<file path="src/rtl/servisia_gpio_pkg.sv">
// rtl/servisia_gpio_pkg.sv - register offsets and width limits for servisia_gpio
package servisia_gpio_pkg;

    localparam int unsigned MAX_WIDTH = 32;

    localparam logic [2:0] OFF_OUT      = 3'd0;
    localparam logic [2:0] OFF_DIR      = 3'd1;
    localparam logic [2:0] OFF_IN       = 3'd2;
    localparam logic [2:0] OFF_SET      = 3'd3;
    localparam logic [2:0] OFF_CLR      = 3'd4;
    localparam logic [2:0] OFF_TGL      = 3'd5;
    localparam logic [2:0] OFF_IRQ_EN   = 3'd6;
    localparam logic [2:0] OFF_IRQ_PEND = 3'd7;

endpackage

</file>
<file path="src/rtl/servisia_sync.sv">
// rtl/servisia_sync.sv - WIDTH x STAGES resettable input synchroniser
module servisia_sync #(
    parameter int WIDTH  = 8,
    parameter int STAGES = 2
) (
    input  logic             clk_i,
    input  logic             rst_i,
    input  logic [WIDTH-1:0] d_i,
    output logic [WIDTH-1:0] q_o
);

    logic [WIDTH-1:0] stage_q [STAGES];

    always_ff @(posedge clk_i or posedge rst_i) begin
        if (rst_i) begin
            for (int i = 0; i < STAGES; i++) stage_q[i] <= '0;
        end else begin
            stage_q[0] <= d_i;
            for (int i = 1; i < STAGES; i++) stage_q[i] <= stage_q[i-1];
        end
    end

    assign q_o = stage_q[STAGES-1];

endmodule

</file>
<file path="src/rtl/servisia_gpio.sv">
// rtl/servisia_gpio.sv - memory-mapped GPIO block; edge interrupts enabled by SERVISIA_GPIO_IRQ_EN
module servisia_gpio
    import servisia_gpio_pkg::*;
#(
    parameter int WIDTH       = 8,
    parameter int SYNC_STAGES = 2
) (
    input  logic             wb_clk_i,
    input  logic             wb_rst_i,
    input  logic [2:0]       wb_adr_i,
    input  logic [31:0]      wb_dat_i,
    input  logic             wb_we_i,
    input  logic             wb_stb_i,
    output logic [31:0]      wb_rdt_o,
    output logic             wb_ack_o,
    input  logic [WIDTH-1:0] gpio_i,
    output logic [WIDTH-1:0] gpio_o,
    output logic [WIDTH-1:0] gpio_oe_o,
    output logic             irq_o
);

    logic [WIDTH-1:0]     out_q, out_d, dir_q, dir_d, in_sync, wdat;
    logic [WIDTH-1:0]     irq_en_v, irq_pend_v;
    logic [MAX_WIDTH-1:0] rd_val, rdt_q, rdt_d;
    logic                 ack_q, hold_q, acc, wr;
    logic                 unused_dat;

    assign wdat       = wb_dat_i[WIDTH-1:0];
    assign unused_dat = ^wb_dat_i;

    // hold_q blocks a strobe left high across reset until the master drops it.
    assign acc = wb_stb_i & ~ack_q & ~hold_q;
    assign wr  = acc & wb_we_i;

    servisia_sync #(.WIDTH(WIDTH), .STAGES(SYNC_STAGES)) u_sync (
        .clk_i (wb_clk_i),
        .rst_i (wb_rst_i),
        .d_i   (gpio_i),
        .q_o   (in_sync)
    );

    always_comb begin
        rd_val = '0;
        case (wb_adr_i)
            OFF_OUT:      rd_val[WIDTH-1:0] = out_q;
            OFF_DIR:      rd_val[WIDTH-1:0] = dir_q;
            OFF_IN:       rd_val[WIDTH-1:0] = in_sync;
            OFF_IRQ_EN:   rd_val[WIDTH-1:0] = irq_en_v;
            OFF_IRQ_PEND: rd_val[WIDTH-1:0] = irq_pend_v;
            default:      rd_val = '0;
        endcase
    end

    always_comb begin
        out_d = out_q;
        dir_d = dir_q;
        rdt_d = acc ? rd_val : '0;
        if (wr) begin
            case (wb_adr_i)
                OFF_OUT: out_d = wdat;
                OFF_DIR: dir_d = wdat;
                OFF_SET: out_d = out_q | wdat;
                OFF_CLR: out_d = out_q & ~wdat;
                OFF_TGL: out_d = out_q ^ wdat;
                default: out_d = out_q;
            endcase
        end
    end

    always_ff @(posedge wb_clk_i or posedge wb_rst_i) begin
        if (wb_rst_i) begin
            out_q  <= '0;
            dir_q  <= '0;
            ack_q  <= 1'b0;
            rdt_q  <= '0;
            hold_q <= 1'b1;
        end else begin
            out_q  <= out_d;
            dir_q  <= dir_d;
            ack_q  <= acc;
            rdt_q  <= rdt_d;
            hold_q <= hold_q & wb_stb_i;
        end
    end

    assign wb_ack_o  = ack_q;
    assign wb_rdt_o  = rdt_q;
    assign gpio_o    = out_q;
    assign gpio_oe_o = dir_q;

`ifdef SERVISIA_GPIO_IRQ_EN
    localparam logic [2:0] PRIME_CYCLES = 3'(SYNC_STAGES + 1);

    logic [WIDTH-1:0] en_q, pend_q, pend_d, prev_q, rise, clr;
    logic [2:0]       prime_q;
    logic             armed, irq_q;

    // Edges are ignored until the synchroniser has flushed the reset zeros,
    // so pads already high during reset never raise a pending bit.
    assign armed  = (prime_q == PRIME_CYCLES);
    assign rise   = armed ? (in_sync & ~prev_q) : '0;
    assign clr    = (wr && wb_adr_i == OFF_IRQ_PEND) ? wdat : '0;
    assign pend_d = (pend_q & ~clr) | rise;

    always_ff @(posedge wb_clk_i or posedge wb_rst_i) begin
        if (wb_rst_i) begin
            en_q    <= '0;
            pend_q  <= '0;
            prev_q  <= '0;
            prime_q <= '0;
            irq_q   <= 1'b0;
        end else begin
            prev_q <= in_sync;
            pend_q <= pend_d;
            irq_q  <= |(pend_q & en_q);
            if (!armed) prime_q <= prime_q + 3'd1;
            if (wr && wb_adr_i == OFF_IRQ_EN) en_q <= wdat;
        end
    end

    assign irq_en_v   = en_q;
    assign irq_pend_v = pend_q;
    assign irq_o      = irq_q;
`else
    assign irq_en_v   = '0;
    assign irq_pend_v = '0;
    assign irq_o      = 1'b0;
`endif

endmodule

</file>
<file path="config.mk">
export PLATFORM = sky130hd
export DESIGN_NAME = servisia_gpio
export DESIGN_NICKNAME = d
export VERILOG_FILES = /design/src/rtl/servisia_gpio_pkg.sv /design/src/rtl/servisia_sync.sv /design/src/rtl/servisia_gpio.sv
export SDC_FILE = /design/constraint.sdc
export NUM_CORES = 1
export LEC_CHECK = 0
export CORE_AREA = 2 2 73 75
export DETAILED_ROUTE_END_ITERATION = 7
export DIE_AREA = 0 0 75 77
export PLACE_DENSITY = 0.95
export SLEW_MARGIN = 0
export SYNTH_ARGS = -nofsm -noshare
export SYNTH_HDL_FRONTEND = slang
export SYNTH_SLANG_ARGS = --single-unit
</file>
<file path="constraint.sdc">
create_clock -name wb_clk_i -period 4.2 [get_ports wb_clk_i]
set_input_delay 0.84 -clock wb_clk_i [delete_from_list [all_inputs] [get_ports wb_clk_i]]
set_output_delay 0.84 -clock wb_clk_i [all_outputs]
set_load 0.005 [all_outputs]
</file>
# Word-level counts from Yosys, hierarchy flattened
# Cells that the tools add are included.
dict set report word_totals {
  regBits 42
  output_inout_bits 50
  word_cells 29
}
dict set report op_classes {
  reduce_logical 4
  n_eq_ne 5
  n_bitwise 10
  mux 3
}
# op n
set ops {}
lappend ops {{one-hot mux 8 bit (4 select lines)} 1}
lappend ops {{one-hot mux 8 bit (3 select lines)} 1}
lappend ops {{bitwise AND 8 bit} 1}
lappend ops {{two-way mux 8 bit} 1}
lappend ops {{NOT 8 bit} 1}
lappend ops {{OR 8 bit} 1}
lappend ops {{XOR 8 bit} 1}
lappend ops {{== test 3 x 2 -> 1 bit, second input constant} 2}
lappend ops {{== test 3 bit, second input constant} 2}
lappend ops {{bitwise AND 1 bit} 4}
lappend ops {{AND reduction 2 bit} 2}
lappend ops {{nonzero test 4 bit} 1}
lappend ops {{== test 3 x 1 -> 1 bit, second input constant} 1}
lappend ops {{zero test 3 bit} 1}
lappend ops {{NOT 1 bit} 2}

# Logic depth before layout (Yosys ltp)
# Gate-level depths: netlist (run 1).
dict set report depth {
  word_depth 5
  ltp_mapped 6
  depth_no_buf 5
}

# Cells and area by module
# From an unflattened synthesis (run 1), not the netlist that was laid out.
dict set report hier_totals {
  hier_cells 221
  hier_area_um2 2328.5
}
# module n_inst area_per_inst_um2 seq_area_each_um2 cells_each
set modules_own_cells {}
lappend modules_own_cells {servisia_gpio 1 1864.3 651.9 196}
lappend modules_own_cells {servisia_sync 1 464.2 400.4 25}

# Worst setup path after synthesis (run 1)
# OpenSTA, ideal clock, no wires.
dict set report synth_timing {
  kind {input-to-reg}
  startpoint {input port wb_stb_i}
  endpoint {register dir_q[0] (netlist: gpio_oe_o[0])}
  slack_ps 2052
  stages 5
  t_required_ps 4075
  setup_time_ps 125
  arrival_time_ps 2023
  path_buffers 1
  path_cell_list {nor3b_4 -> nand2_4 -> or4_4 -> buf_6 -> mux2_4}
}
dict set report synth_via {
  elab_chain_cells 4
}
# element line_no
set synth_lines {}
lappend synth_lines {{start: declaration} servisia_gpio.sv:13} ;# input logic wb_stb_i,
lappend synth_lines {{bitwise AND 1 bit (2 in a row)} servisia_gpio.sv:32} ;# assign acc = wb_stb_i & ~ack_q & ~hold_q;
lappend synth_lines {{bitwise AND 1 bit} servisia_gpio.sv:33} ;# assign wr = acc & wb_we_i;
lappend synth_lines {{AND reduction 2 bit (no source line)} n/a}
lappend synth_lines {{end signal: assignment} servisia_gpio.sv:79} ;# dir_q <= dir_d;
lappend synth_lines {{end: declaration} servisia_gpio.sv:22} ;# logic [WIDTH-1:0] out_q, out_d, dir_q, dir_d, in_sync, wdat;
# No other way between the ends.
# A chain may end at the register's enable or synchronous reset.

# Final worst setup path (run 1)
dict set report layout_timing {
  startpoint {input port wb_adr_i[0]}
  endpoint {register dir_q[7] (netlist: gpio_oe_o[7])}
}
dict set report layout_via {
  elab_chain_cells 2
}
# element line_no
set layout_lines {}
lappend layout_lines {{start: declaration} servisia_gpio.sv:10} ;# input logic [2:0] wb_adr_i,
lappend layout_lines {{== test 3 x 1 -> 1 bit} servisia_gpio.sv:59} ;# case (wb_adr_i)
lappend layout_lines {{AND reduction 2 bit (no source line)} n/a}
# No other way between the ends.

==> results of run 1 <==
-- final cells by class --
cell class | instances | area [sq um] | share of cell area
flip-flops and latches | 42 | 1050 | 0.375
multi-input cells | 141 | 992 | 0.354
repair buffers | 50 | 493 | 0.176
well taps | 70 | 87.6 | 0.0312
clock buffers | 6 | 72.6 | 0.0259
inverters | 19 | 71.3 | 0.0254
clock inverters | 2 | 37.5 | 0.0134
-- placed cells by master (no fill, tap or decap) --
| master | instances |
|---|---|
| mux2i_1 | 16 |
| nor3b_4 | 1 |
| and2_1 | 1 |
| clkdlybuf4s50_1 | 47 |
| o21bai_1 | 1 |
| bufinv_16 | 1 |
| buf_4 | 3 |
| inv_1 | 18 |
| conb_1 | 25 |
| clkbuf_1 | 1 |
| nor2_1 | 18 |
| a21oi_1 | 25 |
| nand2_1 | 9 |
| ha_1 | 16 |
| dfrtp_1 | 41 |
| nand2_4 | 1 |
| mux2_4 | 8 |
| o21ai_0 | 8 |
| clkinvlp_4 | 1 |
| clkinv_1 | 1 |
| clkbuf_8 | 5 |
| nor2b_1 | 1 |
| a32o_1 | 8 |
| or4_4 | 1 |
| nand3_1 | 2 |
| dfstp_2 | 1 |
-- routing by layer --
metal,track usage,up-vias,part of all wire
met4,0.0536,0,0.014
met5,0,-,0
met3,0.0407,9,0.063
met2,0.262,62,0.52
li1,-,754,-
met1,0.209,785,0.41
-- critical path, delay by kind of cell --
kind / cells / cell delay (ps)
buffers and inverters: 2 / 1130
muxes: 1 / 340
and+or+nand+nor: 1 / 740
-- sequential cells by signal (all words and copies together) (netlist names) --
register and cells:
gpio_o 8, gpio_oe_o 8, hold_q 1, u_sync.q_o 8, u_sync.stage_q 8, wb_ack_o 1, wb_rdt_o 8
-- where the power goes --
group / leakage, nW / internal [mW] / switching (mW)
logic: 0.802 / 0.174 / 0.119
clock network: 0.0514 / 0.177 / 0.136
registers: 0.517 / 0.453 / 0.0474
total: 1.37 / 0.804 / 0.302
-- path summary, 6_finish.rpt --
path / startpoint / to / slack, ps
max: wb_adr_i[0] / gpio_oe_o[7] / 1330
min: u_sync.stage_q[12] / u_sync.q_o[4] / 350
max reg2reg: wb_ack_o / gpio_oe_o[7] / 2310
min reg2reg: u_sync.stage_q[12] / u_sync.q_o[4] / 350
max in group asynchronous: wb_rst_i / hold_q / 2330
min in group asynchronous: wb_rst_i / gpio_oe_o[6] / 1020
-- logic make-up after synthesis --
group           after synthesis
compound gates               42
fa+ha+maj                    16
buf+inv                      51
flops                        42
mux                          24
other cells                   1
simple gates                 34
-- metrics by stage --
step	utilization	cells	hold WS (ps)	total power [mW]
finish	0.564	330	351	1.11
global route	0.564	330	358	1.17
CTS	0.564	330	353	1.12
detailed placement	0.542	322	336	0.801
global placement	0.542	322	332	0.782
floorplan	-	234	331	0.666
==> summary.md, run 1 <==
| Metric | Value |
|---|---|
| Mux share of post-synthesis cell area | 0.125 |
| Final Max Tran Viols | 0 |
| GRT overflow | 0 |
| Vias per cell | 4.88 |
| Clock buffer depth | 2 |
| Worst Skew | 8.61 ps |
| Post-Synth Adder-Cell Area | 0.0890 |
| CTS tree | yes |
| Number of synthesized flops with an enable pin | 0 |
| Hold depth | 0 |
| Post-synth top area share | 0.456 |
| Post-DP HPWL | 3.40 mm |
| CTS clk-pin slew, worst paths | 80 ps |
| Vias in the first global route | 1563 |
| Syn Area/Cell | 10.7 sq um |
| TritonRoute pass-1 iters | 4 |
| Inserted Clock Buffers | 5 |
| Synthesis Warnings | 0 |
| IO buf count | 47 |
| Largest net degree at the start of global routing | 23 |
| Post-DR wirelength/cell | between 10 and 15 um |
| Initial antenna violation count | 0 |
| Post-CTS Hold Buffers | 0 |
| Cell Area, Synth | about 2200 sq um |
| Core area | 4980 sq um |
| Worst slew margin | 0.430 |
| Arr. time, crit path | 3050 ps |
| Crit path time final | 2870 ps |
| Outcome | finished, final reports clean |
| Main synth FF type | dfrtp_1 |
| Gp weighted congestion | 0.828 |
| Static Leak | 1.37 nW |
| DR DRC count | 0 |
| Pwr dens | 394 nW/um^2 |
| Register bit total from synthesis | 42 |
| Most numerous cell in the Yosys netlist | dfrtp_1 |
| Initial DRC count | 139 |
| Worst-Skew Late Latency | ~300 ps |
| Synth Area in Compound Gates | 0.112 |
| Resized Gates After CTS | 0 |
| Post-CTS Setup Bufs | 0 |
| Netlist cell types | 25 |
| Largest family of logic cells by synthesized area | buffers and inverters |
| Least-Margin Pin Slew | 854 ps |
| Pre-CTS setup slack | 1080 ps |
| Final hold viol count | 0 |
| Slowest cell on crit path | clkdlybuf4s50_1 |
| Commonest cells in the synthesized netlist | dfrtp_1, a21oi_1, buf_4 |
| Horiz. Die Dim | between 70 and 80 um |
| Setup TNS | 0 ps |
| Fillers | between 400 and 500 |
| Worst path cell trace | clkdlybuf4s50_1 -> clkinv_1 -> or4_4 -> mux2_4 |
| H-tree depth | 2 |
| Share of cells above drive strength 1 | 0.0846 |
| Cells after Synth | 210 |
| Kind of critical path | in2reg |
| Vert. Die Dim | 77 um |
| Critical path launch point type | input pin |
| Final WL | 4.56 mm |
| Unrepaired setup endpoints after global routing | no |
| CP Capture Type | flip-flop |
| Total I/O pin count | 97 |
| Layout area overhead | 24.7% |
| First-pass GRT wire length | a little over 7 mm |
| Max cap viols | 0 |
| Vias post-DR | 1610 |
| Design area | 2810 sq um |
| Die area | 5780 sq um |
| Root buffer cell | clkbuf_8 |
| Ant diodes | 0 |
| Cell taking the most area after synthesis | dfrtp_1 |
| Final nets | 322 |
| Xor/xnor share of the synthesized area | 0 |
| WP data required | 4380 ps |
| Dpl cell area | 2700 sq um |
| Clock Sinks | 42 |
| Area contributors post-synth | dfrtp_1, ha_1, buf_4 |
| FFs w/ async S/R, synth | 1.00 |
| Tcrit/Tclk final | 0.683 |
| Final setup viols | 0 |
| Final ANT Viol Nets | 0 |
| Initial Util | 0.452 |
| Sequential share of the synthesized area | 0.468 |
| Core Rows | 26 |
| Crit path max fanout | 9 |
| Synthesized-area fraction occupied by and/or/nand/nor cells | 0.0734 |
| R2r worst-path depth | 4 |
| Final setup margin | 1330 ps |
| CP peak stage delay | 740 ps |
| Worst Hold Class | reg2reg |
| Peak supply drop | 0.211 mV |
| Achievable frequency | 0.349 GHz |
| All-Layer GR Usage | 0.162 |
Power figures use the tool's default switching activity.
==> run 2: changes to the inputs <==
CORE_AREA = 2 2 80 82   (was 2 2 73 75)
DIE_AREA = 0 0 82 84   (was 0 0 75 77)
PLACE_DENSITY = 0.86   (was 0.95)
clock period = 2.31 ns   (was 4.2 ns; I/O delays follow)
==> run 2 against run 1 <==
Effect of this change: cell area rose by 3.0%; count of clock-buffer cells in the layout did not move; sequential power rose by 81%; clock skew fell by 1.5 ps; utilization fell by 9.0 points; non-clock buffer count rose by 10; worst hold slack improved by 1.3 ps; power rose by 83%; largest cell class unchanged; largest power group unchanged.
==> summary.md, run 2 (synthesis gave the netlist of run 1 again) <==
| Metric | Value |
|---|---|
| IO buf count | 47 |
| All-Layer GR Usage | 0.150 |
| Dpl cell area | 2780 sq um |
| Most frequent cells in the layout | clkdlybuf4s50_1, dfrtp_1, a21oi_1, conb_1 |
| Total I/O pin count | 97 |
| Clock Sinks | 42 |
| Vias post-DR | around 1.6k |
| CP Capture Type | flip-flop |
| Hold depth | 0 |
| Die area | 6890 sq um |
| Flop pwr share | 0.448 |
| Core area | around 6000 sq um |
| DR DRC count | 0 |
| Least-Margin Pin Slew | 569 ps |
| Root buffer cell | clkbuf_8 |
| Layout area overhead | 28.5% |
| Resized Gates After CTS | 0 |
| Worst slew margin | 0.620 |
| Core Rows | 29 |
| Met1 usage | 0.178 |
| Reg-to-Reg Start | wb_ack_o |
| Worst Skew | about 7.2 ps |
| CTS clk-pin slew, worst paths | roughly 80 ps |
| Global-route met2 utilization | 0.254 |
| CP peak stage delay | roughly 550 ps |
| Max cap viols | 0 |
| Outcome | finished, final reports clean |
| Largest net degree at the start of global routing | 43 |
| Ant diodes | 0 |
| Crit path max fanout | 8 |
| Reg2reg setup slack | 570 ps |
| Crit path time final | 1950 ps |
| Power Total | 2.03 mW |
| Vias per cell | 4.75 |
| Net Sw Frac | 0.275 |
| Worst-Skew Late Latency | roughly 300 ps |
| Kind of critical path | in2reg |
| Inserted Clock Buffers | 5 |
| Met3 usage | 0.0390 |
| GRT overflow | 0 |
| Final hold viol count | 0 |
| Slowest cell on crit path | or4_4 |
| Final setup margin | around 360 ps |
| R2r worst-path depth | 4 |
| Post-DR wirelength/cell | ~14 um |
| H-tree depth | 2 |
| Horiz. Die Dim | 82 um |
| Static Leak | 1.42 nW |
| Int Power | 1.47 mW |
| Setup TNS | 0 ps |
| Vert. Die Dim | 84 um |
| CP Depth | 5 |
| Design area | 2890 sq um |
| Clk network pwr share | 0.284 |
| Sw Pwr | 0.557 mW |
| Initial Util | 0.369 |
| Worst setup path startpoint | wb_stb_i |
| Arr. time, crit path | 2140 ps |
| Gp weighted congestion | approximately 0.83 |
| Cells after DPL | 339 |
| Final nets | roughly 330 |
| Final Max Tran Viols | 0 |
| Peak supply drop | 0.252 mV |
| Pre-CTS setup slack | 36.3 ps |
| Post-Layout Cell Count | 347 |
| Final setup viols | 0 |
| WP data required | ~2500 ps |
| Post-CTS Hold Buffers | 0 |
| TritonRoute pass-1 iters | 4 |
| Tcrit/Tclk final | 0.846 |
| WHS | 352 ps |
| Worst path cell trace | clkdlybuf4s50_1 -> nor3b_4 -> nand2_4 -> or4_4 -> mux2_4 |
| Unrepaired setup endpoints after global routing | no |
| Clock buffer depth | 2 |
| Most common cell after layout, fill and taps aside | clkdlybuf4s50_1 |
| Post-DP HPWL | 3.57 mm |
| First-pass GRT wire length | 7.80 mm |
| Final ANT Viol Nets | 0 |
| CP top delay family | simple AND/OR/NAND/NOR gates |
| Worst Hold Class | reg2reg |
| Post-CTS Setup Bufs | 0 |
| Final WL | 4.86 mm |
| Achievable frequency | 0.512 GHz |
| Vias in the first global route | between 1.5k and 2k |
| Crit path buffers/inverters | 1 |
| Critical path launch point type | input pin |
| Finished Core Util | 0.474 |
| Pwr dens | 702 nW/um^2 |
| CTS tree | yes |
| Initial antenna violation count | 0 |
| Initial DRC count | 155 |
| Share of cells above drive strength 1 | 0.119 |
| Gate power share | 0.268 |
| Most Crowded Layer GR | met2 |
| Worst flop-to-flop path endpoint | gpio_oe_o[5] |
| Worst setup endpoint | gpio_oe_o[5] |
## run 2: area by class of cell
type	count	area, sq um
Clock inverter	2	37.5
Inverter	19	71.3
Multi-Input combinational cell	141	992
Timing Repair Buffer	60	568
Clock buffer	6	72.6
Fill cell	576	3210
Sequential cell	42	1050
Tap cell	77	96.3
## run 2: worst min path at each step
stage / to / startpoint
2_1_floorplan: u_sync.q_o[0] / u_sync.stage_q[8]
3_3_place_gp: u_sync.q_o[3] / u_sync.stage_q[11]
3_5_place_dp: u_sync.q_o[5] / u_sync.stage_q[13]
4_1_cts: u_sync.q_o[5] / u_sync.stage_q[13]
5_1_grt: u_sync.q_o[7] / u_sync.stage_q[15]
6_report: u_sync.q_o[5] / u_sync.stage_q[13]
## run 2: metal layers
metal  share of wire  wire length [um]
met5               0                 0
met2            0.49              2400
met4           0.015                71
met1            0.41              1990
met3           0.083               401
## run 2: power groups by stage
stage | registers, mW | logic, mW | clock network (mW)
2_1_floorplan | 0.913 | 0.297 | 0
3_3_place_gp | 0.916 | 0.527 | 0
3_5_place_dp | 0.923 | 0.550 | 0
4_1_cts | 0.908 | 0.554 | 0.589
5_1_grt | 0.923 | 0.607 | 0.620
6_report | 0.908 | 0.543 | 0.577
## run 2: worst reg2reg max path, delay by kind of cell, from the launching register on
family	cells	cell delay, ps
flops	1	410
mux	1	340
simple gates	3	890
==> run 3: changes to the inputs <==
CORE_AREA = 2 2 77 79   (was 2 2 80 82)
DIE_AREA = 0 0 79 81   (was 0 0 82 84)
PLACE_DENSITY = 0.88   (was 0.86)
clock period = 2 ns   (was 2.31 ns; I/O delays follow)
==> run 3 against run 2 <==
Effect of this change: critical path depth unchanged; non-clock buffer count up 2; register-to-register slack worse by 330 ps; first-iteration DRC count down 1.9%; setup slack worse by 270 ps; clock skew about the same; die area down 7.1%; clock power down 6.2%; power up 10%; critical endpoint is now gpio_oe_o[6]; largest cell class unchanged.
==> summary.md, run 3 (synthesis gave the netlist of run 1 again) <==
| Metric | Value |
|---|---|
| Outcome | finished, final reports clean |
| Unrepaired setup endpoints after global routing | no |
| CP Capture Type | flip-flop |
| Finished Core Util | 0.509 |
| Core area | approximately 5700 sq um |
| All-Layer GR Usage | 0.160 |
| Hold Startpoint | u_sync.stage_q[11] |
| Initial antenna violation count | 0 |
| Worst slew margin | 0.624 |
| Initial DRC count | ~150 |
| Horiz. Die Dim | 79 um |
| Gate power share | 0.288 |
| Core Rows | 28 |
| Gp weighted congestion | 0.838 |
| Final nets | about 330 |
| Share of cells above drive strength 1 | 0.125 |
| Worst path cell trace | clkdlybuf4s50_1 -> nor3b_4 -> nand2_4 -> or4_4 -> mux2_4 |
| Post-CTS Setup Bufs | 0 |
| Worst flop-to-flop path endpoint | gpio_oe_o[6] |
| Ant diodes | 0 |
| GRT overflow | 0 |
| Inserted Clock Buffers | 5 |
| Post-DP HPWL | 3.48 mm |
| Setup TNS | 0 ps |
| Clock Sinks | 42 |
| Critical path launch point type | input pin |
| Met3 usage | 0.0511 |
| Die area | roughly 6400 sq um |
| WHS Endpoint | u_sync.q_o[3] |
| Slowest cell on crit path | or4_4 |
| Most Crowded Layer GR | met2 |
| Net Sw Frac | 0.292 |
| Crit path max fanout | 8 |
| Hold depth | 0 |
| Sw Pwr | 0.653 mW |
| Resized Gates After CTS | 0 |
| Vias per cell | 4.86 |
| Achievable frequency | 0.522 GHz |
| CP peak stage delay | 540 ps |
| Initial Util | 0.396 |
| Worst Skew | just over 7 ps |
| R2r worst-path depth | 4 |
| Post-DR wirelength/cell | between 10 and 15 um |
| Static Leak | 1.43 nW |
| Vias in the first global route | 1655 |
| CP top delay family | simple AND/OR/NAND/NOR gates |
| Vert. Die Dim | roughly 80 um |
| Crit path buffers/inverters | 1 |
| Root buffer cell | clkbuf_8 |
| Crit path time final | 1920 ps |
| Arr. time, crit path | 2090 ps |
| Max cap viols | 0 |
| Peak supply drop | approximately 0.35 mV |
| Most common cell after layout, fill and taps aside | clkdlybuf4s50_1 |
| Post-CTS Hold Buffers | 0 |
| Layout area overhead | 28.5% |
| Clock buffer depth | 2 |
| Total I/O pin count | 97 |
| H-tree depth | 2 |
| Final hold viol count | 0 |
| Reg2reg setup slack | 240 ps |
| CP Depth | 5 |
| CTS clk-pin slew, worst paths | 80 ps |
| Power Total | 2.23 mW |
| Vias post-DR | around 1.7k |
| TritonRoute pass-1 iters | 4 |
| First-pass GRT wire length | 7.87 mm |
| Final ANT Viol Nets | 0 |
| Reg-to-Reg Start | wb_ack_o |
| DR DRC count | 0 |
| Final setup viols | 0 |
| Largest net degree at the start of global routing | between 40 and 50 |
| Tcrit/Tclk final | 0.958 |
| Global-route met2 utilization | 0.265 |
| Flop pwr share | 0.470 |
| Worst Hold Class | reg2reg |
| IO buf count | 47 |
| Met1 usage | 0.199 |
| Worst-Skew Late Latency | 290 ps |
| Final Max Tran Viols | 0 |
| Final WL | 4.83 mm |
| Int Power | 1.58 mW |
| Least-Margin Pin Slew | 563 ps |
| Kind of critical path | in2reg |
| Most frequent cells in the layout | clkdlybuf4s50_1, dfrtp_1, a21oi_1, conb_1 |
| CTS tree | yes |
| Clk network pwr share | 0.242 |
| Pwr dens | 772 nW/um^2 |
| WP data required | between 2000 and 2500 ps |
==> run 3: area by class of cell <==
| class | instances | area [sq um] |
|---|---|---|
| clock buffers | 6 | 72.6 |
| clock inverters | 2 | 13.8 |
| fillers | 528 | 2780 |
| inverters | 19 | 71.3 |
| multi-input cells | 141 | 992 |
| flip-flops and latches | 42 | 1050 |
| well taps | 75 | 93.8 |
| repair buffers | 62 | 596 |
==> run 3: worst register-to-register path, cell delays in order, from the launching register on <==
cell and delay, ps:
dfrtp_1 420, nor3b_4 270, nand2_4 70, or4_4 550, mux2_4 340
==> run 3: how the worst max path moves through the flow <==
stage                         from      endpoint  slack, ps
after floorplan           wb_ack_o  gpio_oe_o[0]        260
after global placement    wb_stb_i  gpio_oe_o[7]       -190
after detailed placement  wb_stb_i  gpio_oe_o[7]       -220
after CTS                 wb_stb_i  gpio_oe_o[6]         80
after global routing      wb_stb_i  gpio_oe_o[6]         60
final                     wb_stb_i  gpio_oe_o[6]         80
==> run 3: metrics by stage <==
| step | setup WS (ps) | area, sq um | instances | hold WS [ps] |
|---|---|---|---|---|
| floorplan | 259 | 2340 | 234 | 331 |
| CTS | 81.6 | 2890 | 347 | 354 |
| detailed placement | -222 | 2810 | 339 | 336 |
| finish | 84.2 | 2890 | 347 | 352 |
| global placement | -191 | 2810 | 339 | 333 |
| global route | 57.6 | 2890 | 347 | 363 |
==> run 3: layer usage <==
layer,vias up,share of wire
met5,-,0
met4,0,0.030
met3,19,0.087
met2,84,0.48
met1,803,0.40
li1,780,-
==> run 3: power groups by stage <==
stage          Sequential (mW)  Combinational [mW]  Clock, mW
5_1_grt                   1.07               0.712      0.601
3_3_place_gp              1.06               0.614          0
4_1_cts                   1.05               0.647      0.554
2_1_floorplan             1.05               0.343          0
3_5_place_dp              1.06               0.641          0
6_report                  1.05               0.643      0.541
